$ cat config.mk
export PLATFORM = sky130hd
export DESIGN_NAME = blake_round_ctrl
export DESIGN_NICKNAME = d
export VERILOG_FILES = /design/src/rtl/blake_pkg.sv /design/src/rtl/blake_round_ctrl.sv
export SDC_FILE = /design/constraint.sdc
export NUM_CORES = 1
export LEC_CHECK = 0
export CAP_MARGIN = 5
export CORE_MARGIN = 1.5
export CORE_UTILIZATION = 40
export DETAILED_ROUTE_END_ITERATION = 10
export PLACE_DENSITY_LB_ADDON = 0.2
export SETUP_SLACK_MARGIN = 0.3
export SYNTH_ARGS = -nofsm -noshare
export SYNTH_HDL_FRONTEND = slang
export SYNTH_SLANG_ARGS = --single-unit
$ cat constraint.sdc
create_clock -name clk -period 5.1 [get_ports clk]
set_clock_uncertainty 0.1 [all_clocks]
set_input_delay 0.51 -clock clk [delete_from_list [all_inputs] [get_ports clk]]
set_output_delay 0.51 -clock clk [all_outputs]
set_load 0.01 [all_outputs]
$ cat src/rtl/blake_pkg.sv
// Shared definitions for the BLAKE-512 compression datapath: round geometry,
// sequencer state encoding and the sigma permutation row selector.
package blake_pkg;

  localparam int unsigned N_ROUNDS    = 16;
  localparam int unsigned G_PER_ROUND = 8;
  localparam int unsigned STEP_W      = 7;

  typedef enum logic [2:0] {
    StIdle,
    StInit,
    StRun,
    StFin,
    StDone
  } state_e;

  // The ten sigma permutations repeat, so rounds 10..15 reuse rows 0..5.
  function automatic logic [3:0] sigma_row_of(input logic [3:0] round);
    return (round >= 4'd10) ? round - 4'd10 : round;
  endfunction

endpackage

$ cat src/rtl/blake_round_ctrl.sv
// Sequencer for the BLAKE-512 compression datapath: IV load, 16x8 G steps with
// datapath back-pressure, digest capture and a valid/ready handshake to the consumer.
module blake_round_ctrl #(
  parameter int unsigned N_ROUNDS    = blake_pkg::N_ROUNDS,
  parameter int unsigned G_PER_ROUND = blake_pkg::G_PER_ROUND
) (
  input  logic       clk,
  input  logic       rstb,
  input  logic       start,
  output logic       start_ready,
  input  logic       abort,
  input  logic       rdy,
  output logic       init_round,
  output logic       step_en,
  output logic [3:0] round_idx,
  output logic [2:0] g_sel,
  output logic [3:0] sigma_row,
  output logic       count_done,
  output logic       busy,
  output logic       dout_valid,
  input  logic       dout_ready
);
  import blake_pkg::*;

  localparam logic [STEP_W-1:0] LastStep = STEP_W'(N_ROUNDS * G_PER_ROUND - 1);

  state_e            state_q;
  logic [STEP_W-1:0] step_q;

  always_ff @(posedge clk or negedge rstb) begin
    if (!rstb) begin
      state_q    <= StIdle;
      step_q     <= '0;
      init_round <= 1'b0;
      count_done <= 1'b0;
      busy       <= 1'b0;
      dout_valid <= 1'b0;
    end else if (abort) begin
      state_q    <= StIdle;
      step_q     <= '0;
      init_round <= 1'b0;
      count_done <= 1'b0;
      busy       <= 1'b0;
      dout_valid <= 1'b0;
    end else begin
      init_round <= 1'b0;
      count_done <= 1'b0;
      unique case (state_q)
        StIdle: begin
          if (start) begin
            state_q    <= StInit;
            init_round <= 1'b1;
            busy       <= 1'b1;
          end
        end
        StInit: begin
          state_q <= StRun;
          step_q  <= '0;
        end
        StRun: begin
          if (rdy) begin
            if (step_q == LastStep) begin
              // Clearing here keeps the indices at zero outside the run.
              state_q    <= StFin;
              step_q     <= '0;
              count_done <= 1'b1;
            end else begin
              step_q <= step_q + STEP_W'(1);
            end
          end
        end
        StFin: begin
          state_q    <= StDone;
          busy       <= 1'b0;
          dout_valid <= 1'b1;
        end
        StDone: begin
          if (dout_ready) begin
            dout_valid <= 1'b0;
            if (start) begin
              state_q    <= StInit;
              init_round <= 1'b1;
              busy       <= 1'b1;
            end else begin
              state_q <= StIdle;
            end
          end
        end
        default: begin
          state_q <= StIdle;
        end
      endcase
    end
  end

  always_comb begin
    start_ready = (state_q == StIdle) || ((state_q == StDone) && dout_ready);
    step_en     = (state_q == StRun) && rdy;
    round_idx   = step_q[STEP_W-1:3];
    g_sel       = step_q[2:0];
    sigma_row   = sigma_row_of(step_q[STEP_W-1:3]);
  end

endmodule

==> metrics.yaml, run 1 <==
cts_resized: 0
grt_usage: 0.152
cts_setup_buffers: 0
ys.flop_type: "dfrtp_1"
yosysSeqAreaShare: 0.419
drc: 0
cts.clk_slew.worst_paths_ps: 90
tightest_slew_ps: 812
die_h_um: 48.7
instances_no_fill: 138
start_util: 0.426
outcome: "finished clean"
grt_pass1_wl_um: 2800
worstPathArrival_ps: 2150
power_switching_uw: 70.8
crit_top_cell: "clkdlybuf4s50_1"
portBuffers: 22
vdd_drop_max_uv: 116
post-route-period-util: 0.542
netSwitchingFraction: 0.277
grt.overflow.total: 0
syn_to_final_growth_pct: 29.0
fin_area_um2: 1080
power_density_nw_per_um2: 237
cts_made_buffers: 3
tns_ps: 0
die-area_um2: 2370
cts_hold_buf: 0
worstPathMaxFanout: 6
coreArea_um2: 1960
yosys_warnings: 0
finalHoldViolations: 0
layout_setup_ws_ps: 2340
setup_viol_count_final: 0
clk_path_buf_depth: 2
postSynthAreaPerCell_um2: 9.18
avgViaCountPerCell: 5.20
p_clk_frac: 0.320
cp.required_ps: 4490
ant_nets: 0
synthCells: 91
die_w_um: 48.7
fin_util: 0.550
cts_htree_levels: 1
drt_iter0_markers: 8
syn_nets: 100
end_kind: "output port"
power_frac_comb: 0.192
synthArstFlopShare: 1.00
wl_um: 1590
rows: 16
rsz0062_at_grt: "false"
drv_cap: 0
ys_ff_latch: 14
critPathBufInv: 2
nNetsFinal: 121
cp_cell_sequence: "clkdlybuf4s50_1, nor4bb_1, clkdlybuf4s50_1"
cts_sinks: 14
max_stage_delay_ps: 620
worstSetupStartpointType: "input port"
post_dp_cell_area_um2: 1040
synth_area_um2: 836
antenna_cells: 0
grt_pass1_vias: 656
antenna_found_initial: 0
seq_power_share: 0.489
p_leak_uw: 0.000446
vias: 718
drive_above_1_share: 0.108
hold_class: "reg2reg"
synth_edf_count: 0
period_minus_slack_ps: 2760
setup.worst_path.class: "in2out"
fmax_ghz: 0.362
detail_route.wl_per_cell_um: 11.6
cp_top_family: "buffers and inverters"
max_slew_margin: 0.454
gp_congestion: 0.746
root_buffer: "clkbuf_4"
ys_types: 28
grt_start_max_net_pins: 15
hpwl_um: 1180
ios: 23
tritoncts: "built"
slew_viol_final: 0
internal_power_uw: 185
first_pass_iters: 3
insertion_delay_ps: 280
place_ws_ps: 2340
placed_cells: 134
slowest_stage: "clkdlybuf4s50_1"
==> per-stage QoR <==
stage	hold slack (ps)	power, µW
finish	447	256
CTS	452	258
detailed placement	430	177
global placement	411	176
global route	499	271
floorplan	114	157
==> cells by family (layout without fill, tap and decap cells) <==
group,Yosys count,after routing,synth area share
AO/OA/AOI/OAI,20,20,0.171
flip-flops,14,14,0.419
buffers and inverters,12,32,0.0838
AND/OR/NAND/NOR,41,41,0.271
adder cells (fa/ha/maj),3,3,0.0449
XOR/XNOR,1,1,0.0105
==> registers in the layout (all words and copies together) (netlist names) <==
signal      count
step_q          7
state_q         3
busy            1
count_done      1
dout_valid      1
init_round      1
==> power groups by stage <==
stage          clock [µW]  sequential, µW  combinational [µW]
2_1_floorplan           0             123                34.2
3_3_place_gp            0             127                48.9
3_5_place_dp            0             127                49.5
4_1_cts              83.6             125                49.8
5_1_grt              89.2             127                55.0
6_report             81.8             125                49.1
==> per-layer routing <==
metal  GRT usage  share of wire  vias up
met5           0              0        -
met4      0.0714          0.017        0
met3      0.0309          0.050        4
met2       0.258           0.48       20
met1       0.185           0.45      336
li1            -              -      358
==> placed cells by master, fill, tap and decap left out <==
master,instances
inv_1,6
clkdlybuf4s50_1,22
nor2b_1,2
nor2_1,7
a41oi_1,1
clkbuf_4,3
or3_1,1
a21oi_4,1
nor4_1,2
or2_2,1
nand3_1,7
o31ai_1,1
dfrtp_1,14
a21oi_1,6
ha_1,3
o21a_1,1
and2b_2,1
o21ai_0,8
xnor2_1,1
nor4bb_1,1
nor3_1,5
nand2_1,9
clkbuf_8,1
and4_2,1
nor3b_1,2
nand2_4,1
o311ai_2,2
or4b_4,1
==> Yosys cell counts, drive strengths merged (2+ instances only) <==
cell,number,area share
dfrtp,14,0.42
nand2,10,0.054
o21ai,8,0.048
a21oi,7,0.055
nand3,7,0.042
nor2,7,0.031
buf,6,0.057
inv,6,0.027
nor3,5,0.030
ha,3,0.045
nor2b,2,0.015
nor3b,2,0.018
nor4,2,0.015
o311ai,2,0.039
==> worst paths after layout <==
check | startpoint | end | slack [ps] | cells after the start
setup / recovery | rdy | step_en | 2340 | 3
hold / removal | step_q[1] | step_q[1] | 450 | 2
setup reg to reg | state_q[0] | step_q[3] | 3220 | 4
hold reg to reg | step_q[1] | step_q[1] | 450 | 2
max in group asynchronous | rstb | state_q[1] | 4010 | 1
min in group asynchronous | rstb | state_q[0] | 500 | 1
==> cell type report <==
cell class / instances / area (µm²)
fillers: 201 / 883
multi-input cells: 65 / 415
flip-flops and latches: 14 / 350
repair buffers: 22 / 220
clock buffers: 4 / 36.3
well taps: 27 / 33.8
inverters: 6 / 22.5
==> worst min-delay path: stages (launching register included) <==
cell and delay [ps]:
dfrtp_1 400, nand2_1 60, nand2_1 60
No activity file was read; power rests on OpenSTA's default activity.
==> run 2: changes to the inputs <==
Clock period 5.1 ns to 2.6 ns, I/O delays scaled along.
==> metrics.yaml, run 2 (synthesis gave the netlist of run 1 again) <==
instances_no_fill: 140
grt.overflow.total: 0
syn_to_final_growth_pct: 30.2
drc: 0
cp.required_ps: 2240
vias: 722
avgViaCountPerCell: 5.16
root_buffer: "clkbuf_4"
start_util: 0.426
hpwl_um: 1290
worstPathArrival_ps: 1820
clk_path_buf_depth: 2
die-area_um2: 2370
insertion_delay_ps: 270
die_w_um: 48.7
setup_viol_count_final: 0
largest_register: "step_q"
p_leak_uw: 0.000452
placed_cells: 137
drt_iter0_markers: 14
antenna_found_initial: 0
vdd_drop_max_uv: 272
coreArea_um2: 1960
tns_ps: 0
ff2ff_path_depth: 4
reg2reg_slack_ps: 700
mostFrequentLayoutCell: "clkdlybuf4s50_1"
grt_start_max_net_pins: 15
largest_reg_flops: 7
cts_made_buffers: 3
die_h_um: 48.7
post-route-period-util: 0.839
wl_um: 1720
period_minus_slack_ps: 2180
cts.clk_slew.worst_paths_ps: 80
rsz0062_at_grt: "false"
gp_congestion: 0.740
r2r_end: "step_q[5]"
layout_common_cells: "clkdlybuf4s50_1, dfrtp_1, nand2_1"
finalHoldViolations: 0
ant_nets: 0
cts_sinks: 14
antenna_cells: 0
drv_cap: 0
setup.worst_path.start: "step_q[5]"
first_pass_iters: 4
power_density_nw_per_um2: 429
ios: 23
grt_usage: 0.156
grt_pass1_wl_um: 2860
worstPathMaxFanout: 9
reg.largest.list: "step_q x7, state_q x3"
rows: 16
slew_viol_final: 0
hold_class: "in2async"
setup.worst_path.class: "reg2out"
portBuffers: 22
tritoncts: "built"
holdWs_ps: 277
drive_above_1_share: 0.133
end_kind: "output port"
r2r-start: "state_q[0]"
worstSetupStartpointType: "register"
max_slew_margin: 0.571
grt_pass1_vias: 646
tightest_slew_ps: 641
detail_route.wl_per_cell_um: 12.3
outcome: "finished clean"
fmax_ghz: 0.459
nNetsFinal: 124
cts_htree_levels: 1
## run 2: worst max-delay path by stage
stage,endpoint,slack [ps]
3_3_place_gp,step_en,460
6_report,sigma_row[2],420
3_5_place_dp,start_ready,490
2_1_floorplan,step_q[6],840
4_1_cts,sigma_row[2],390
5_1_grt,sigma_row[2],300
## run 2: layer usage
layer  track usage  wire (µm)  vias to the layer above
met5             0          0                        -
met4        0.0714         15                        0
met3        0.0401         79                        2
met2         0.253        824                       23
met1         0.194        801                      334
li1              -          -                      363
## run 2: per-stage QoR
| step | setup slack (ps) | utilization | power, µW | cell area, µm² |
|---|---|---|---|---|
| 4_1_cts | 389 | 0.554 | 474 | 1090 |
| 3_3_place_gp | 463 | 0.543 | 352 | 1060 |
| 6_report | 419 | 0.555 | 467 | 1090 |
| 2_1_floorplan | 836 | - | 308 | 836 |
| 5_1_grt | 301 | 0.555 | 496 | 1090 |
| 3_5_place_dp | 491 | 0.543 | 352 | 1060 |
## run 2: cell type report
type | count | area (µm²)
inverters | 6 | 22.5
flip-flops and latches | 14 | 352
multi-input cells | 65 | 415
fillers | 192 | 873
repair buffers | 25 | 243
well taps | 27 | 33.8
clock buffers | 3 | 22.5
## run 2: critical path, stage by stage, from the launching register on
cell and delay, ps:
dfrtp_1 500, inv_1 80, ha_1 270, a21oi_1 150
clkdlybuf4s50_1 540
## run 2: timing repair
action	in CTS	in global routing
gates resized for setup	0	1
hold buffers	0	0
setup endpoints to repair	0	1
buffers inserted	0	0
## run 2: where the power goes
group / internal (µW) / switching, µW / leakage, µW
Sequential: 228 / 16.8 / 0.000191
Combinational: 54.4 / 48.2 / 0.000247
Clock: 53.6 / 66.1 / 0.0000138
==> run 3: changes to the inputs <==
Clock period 2.6 ns to 1.9 ns, I/O delays scaled along.
==> metrics.yaml, run 3 (synthesis gave the netlist of run 1 again) <==
outcome: "finished clean"
vias: 839
antenna_found_initial: 0
die_h_um: 48.7
largest_reg_flops: 7
period_minus_slack_ps: 1810
grt_usage: 0.196
layout_common_cells: "buf_4, clkdlybuf4s50_1, nand2_1"
drt_iter0_markers: 28
slew_viol_final: 0
tritoncts: "built"
tightest_slew_ps: 661
holdWs_ps: 197
r2r-start: "state_q[2]"
worstPathMaxFanout: 3
cts.clk_slew.worst_paths_ps: 100
drc: 0
grt_start_max_net_pins: 15
setup_viol_count_final: 0
cp.required_ps: 1990
rsz0062_at_grt: "true"
worstSetupStartpointType: "register"
hold_class: "in2async"
cts_htree_levels: 1
power_density_nw_per_um2: 558
nFillCells: 164
mostFrequentLayoutCell: "buf_4"
insertion_delay_ps: 290
detail_route.wl_per_cell_um: 13.9
cts_made_buffers: 3
nNetsFinal: 146
gp_congestion: 0.791
max_slew_margin: 0.558
avgViaCountPerCell: 5.15
post-route-period-util: 0.950
fmax_ghz: 0.554
multi_input_area_um2: 490
grt_pass1_vias: 787
die_w_um: 48.7
antenna_cells: 0
setup.worst_path.class: "reg2reg"
coreArea_um2: 1960
vdd_drop_max_uv: 530
power.total_uw: 750
portBuffers: 22
finalHoldViolations: 0
root_buffer: "clkbuf_4"
cts_sinks: 14
drv_cap: 0
ios: 23
worstPathArrival_ps: 1900
largest_register: "step_q"
hpwl_um: 1380
rows: 16
drive_above_1_share: 0.449
die-area_um2: 2370
regArea_um2: 358
reg.largest.list: "step_q x7, state_q x3"
reg2reg_slack_ps: 90
start_util: 0.426
wl_um: 2260
first_pass_iters: 4
ff2ff_path_depth: 6
clk_path_buf_depth: 2
ant_nets: 0
end_kind: "register"
r2r_end: "step_q[3]"
p_leak_uw: 0.000657
grt_pass1_wl_um: 3610
grt.overflow.total: 0
syn_to_final_growth_pct: 60.8
run 3: changes by cell type in the layout (fill, tap and decap cells not counted), moves of 3 or more:
cell | before | now
buf_2 | 0 | 5
dlymetal6s2s_1 | 0 | 3
o21ai_0 | 8 | 4
dlygate4sd2_1 | 0 | 3
dfrtp_1 | 13 | 8
dfrtp_2 | 1 | 6
buf_4 | 3 | 23
o21ai_1 | 0 | 3
clkdlybuf4s50_1 | 22 | 11
run 3: worst max-delay path, stage by stage (launching register included):
cell,delay (ps)
dfrtp_2,440
buf_12,120
or4b_4,500
a21oi_4,190
buf_4,160
nand3_2,110
o311ai_4,80
run 3: final cells by class:
type                            instances  share of cell area
Clock buffer                            4              0.0270
Inverter                                6              0.0168
Multi-Input combinational cell         65               0.365
Sequential cell                        14               0.266
Tap cell                               27              0.0251
Timing Repair Buffer                   47               0.300
run 3: per-stage QoR:
step	setup TNS, ps	setup slack, ps	cells	utilization	instance area, µm²
6_report	0	94.9	163	0.685	1340
3_3_place_gp	-70.8	-39.9	142	0.565	1110
4_1_cts	0	110	156	0.637	1250
5_1_grt	0	51.5	163	0.685	1340
3_5_place_dp	-150	-76.3	142	0.565	1110
2_1_floorplan	0	183	91	-	845
run 3: power by group:
group | leakage (µW) | total, µW | internal (µW) | switching [µW]
clock network | 0.0000210 | 220 | 117 | 103
registers | 0.000182 | 333 | 313 | 19.8
logic | 0.000454 | 197 | 107 | 90.4
total | 0.000657 | 750 | 536 | 213
run 3: how the worst max path moves through the flow:
stage                     slack, ps        end  startpoint  cells past startpoint
after floorplan                 180  step_q[5]  state_q[2]                      5
after global routing             50  step_q[1]  state_q[1]                      7
after CTS                       110    step_en  state_q[2]                      4
after global placement          -40  step_q[3]       abort                      5
final                            90  step_q[3]  state_q[2]                      6
after detailed placement        -80  step_q[3]       abort                      5
run 3: timing repair:
action,in CTS,in global routing
hold buffers,0,0
buffers inserted,10,7
pin swaps,2,5
resized for setup,29,24
endpoints found under the setup margin,17,18
run 3: metal layers:
layer | vias to the layer above | share of wire | GRT usage
li1 | 407 | - | -
met1 | 400 | 0.42 | 0.234
met4 | 0 | 0.012 | 0.0762
met3 | 4 | 0.041 | 0.0401
met5 | - | 0 | 0
met2 | 28 | 0.52 | 0.342
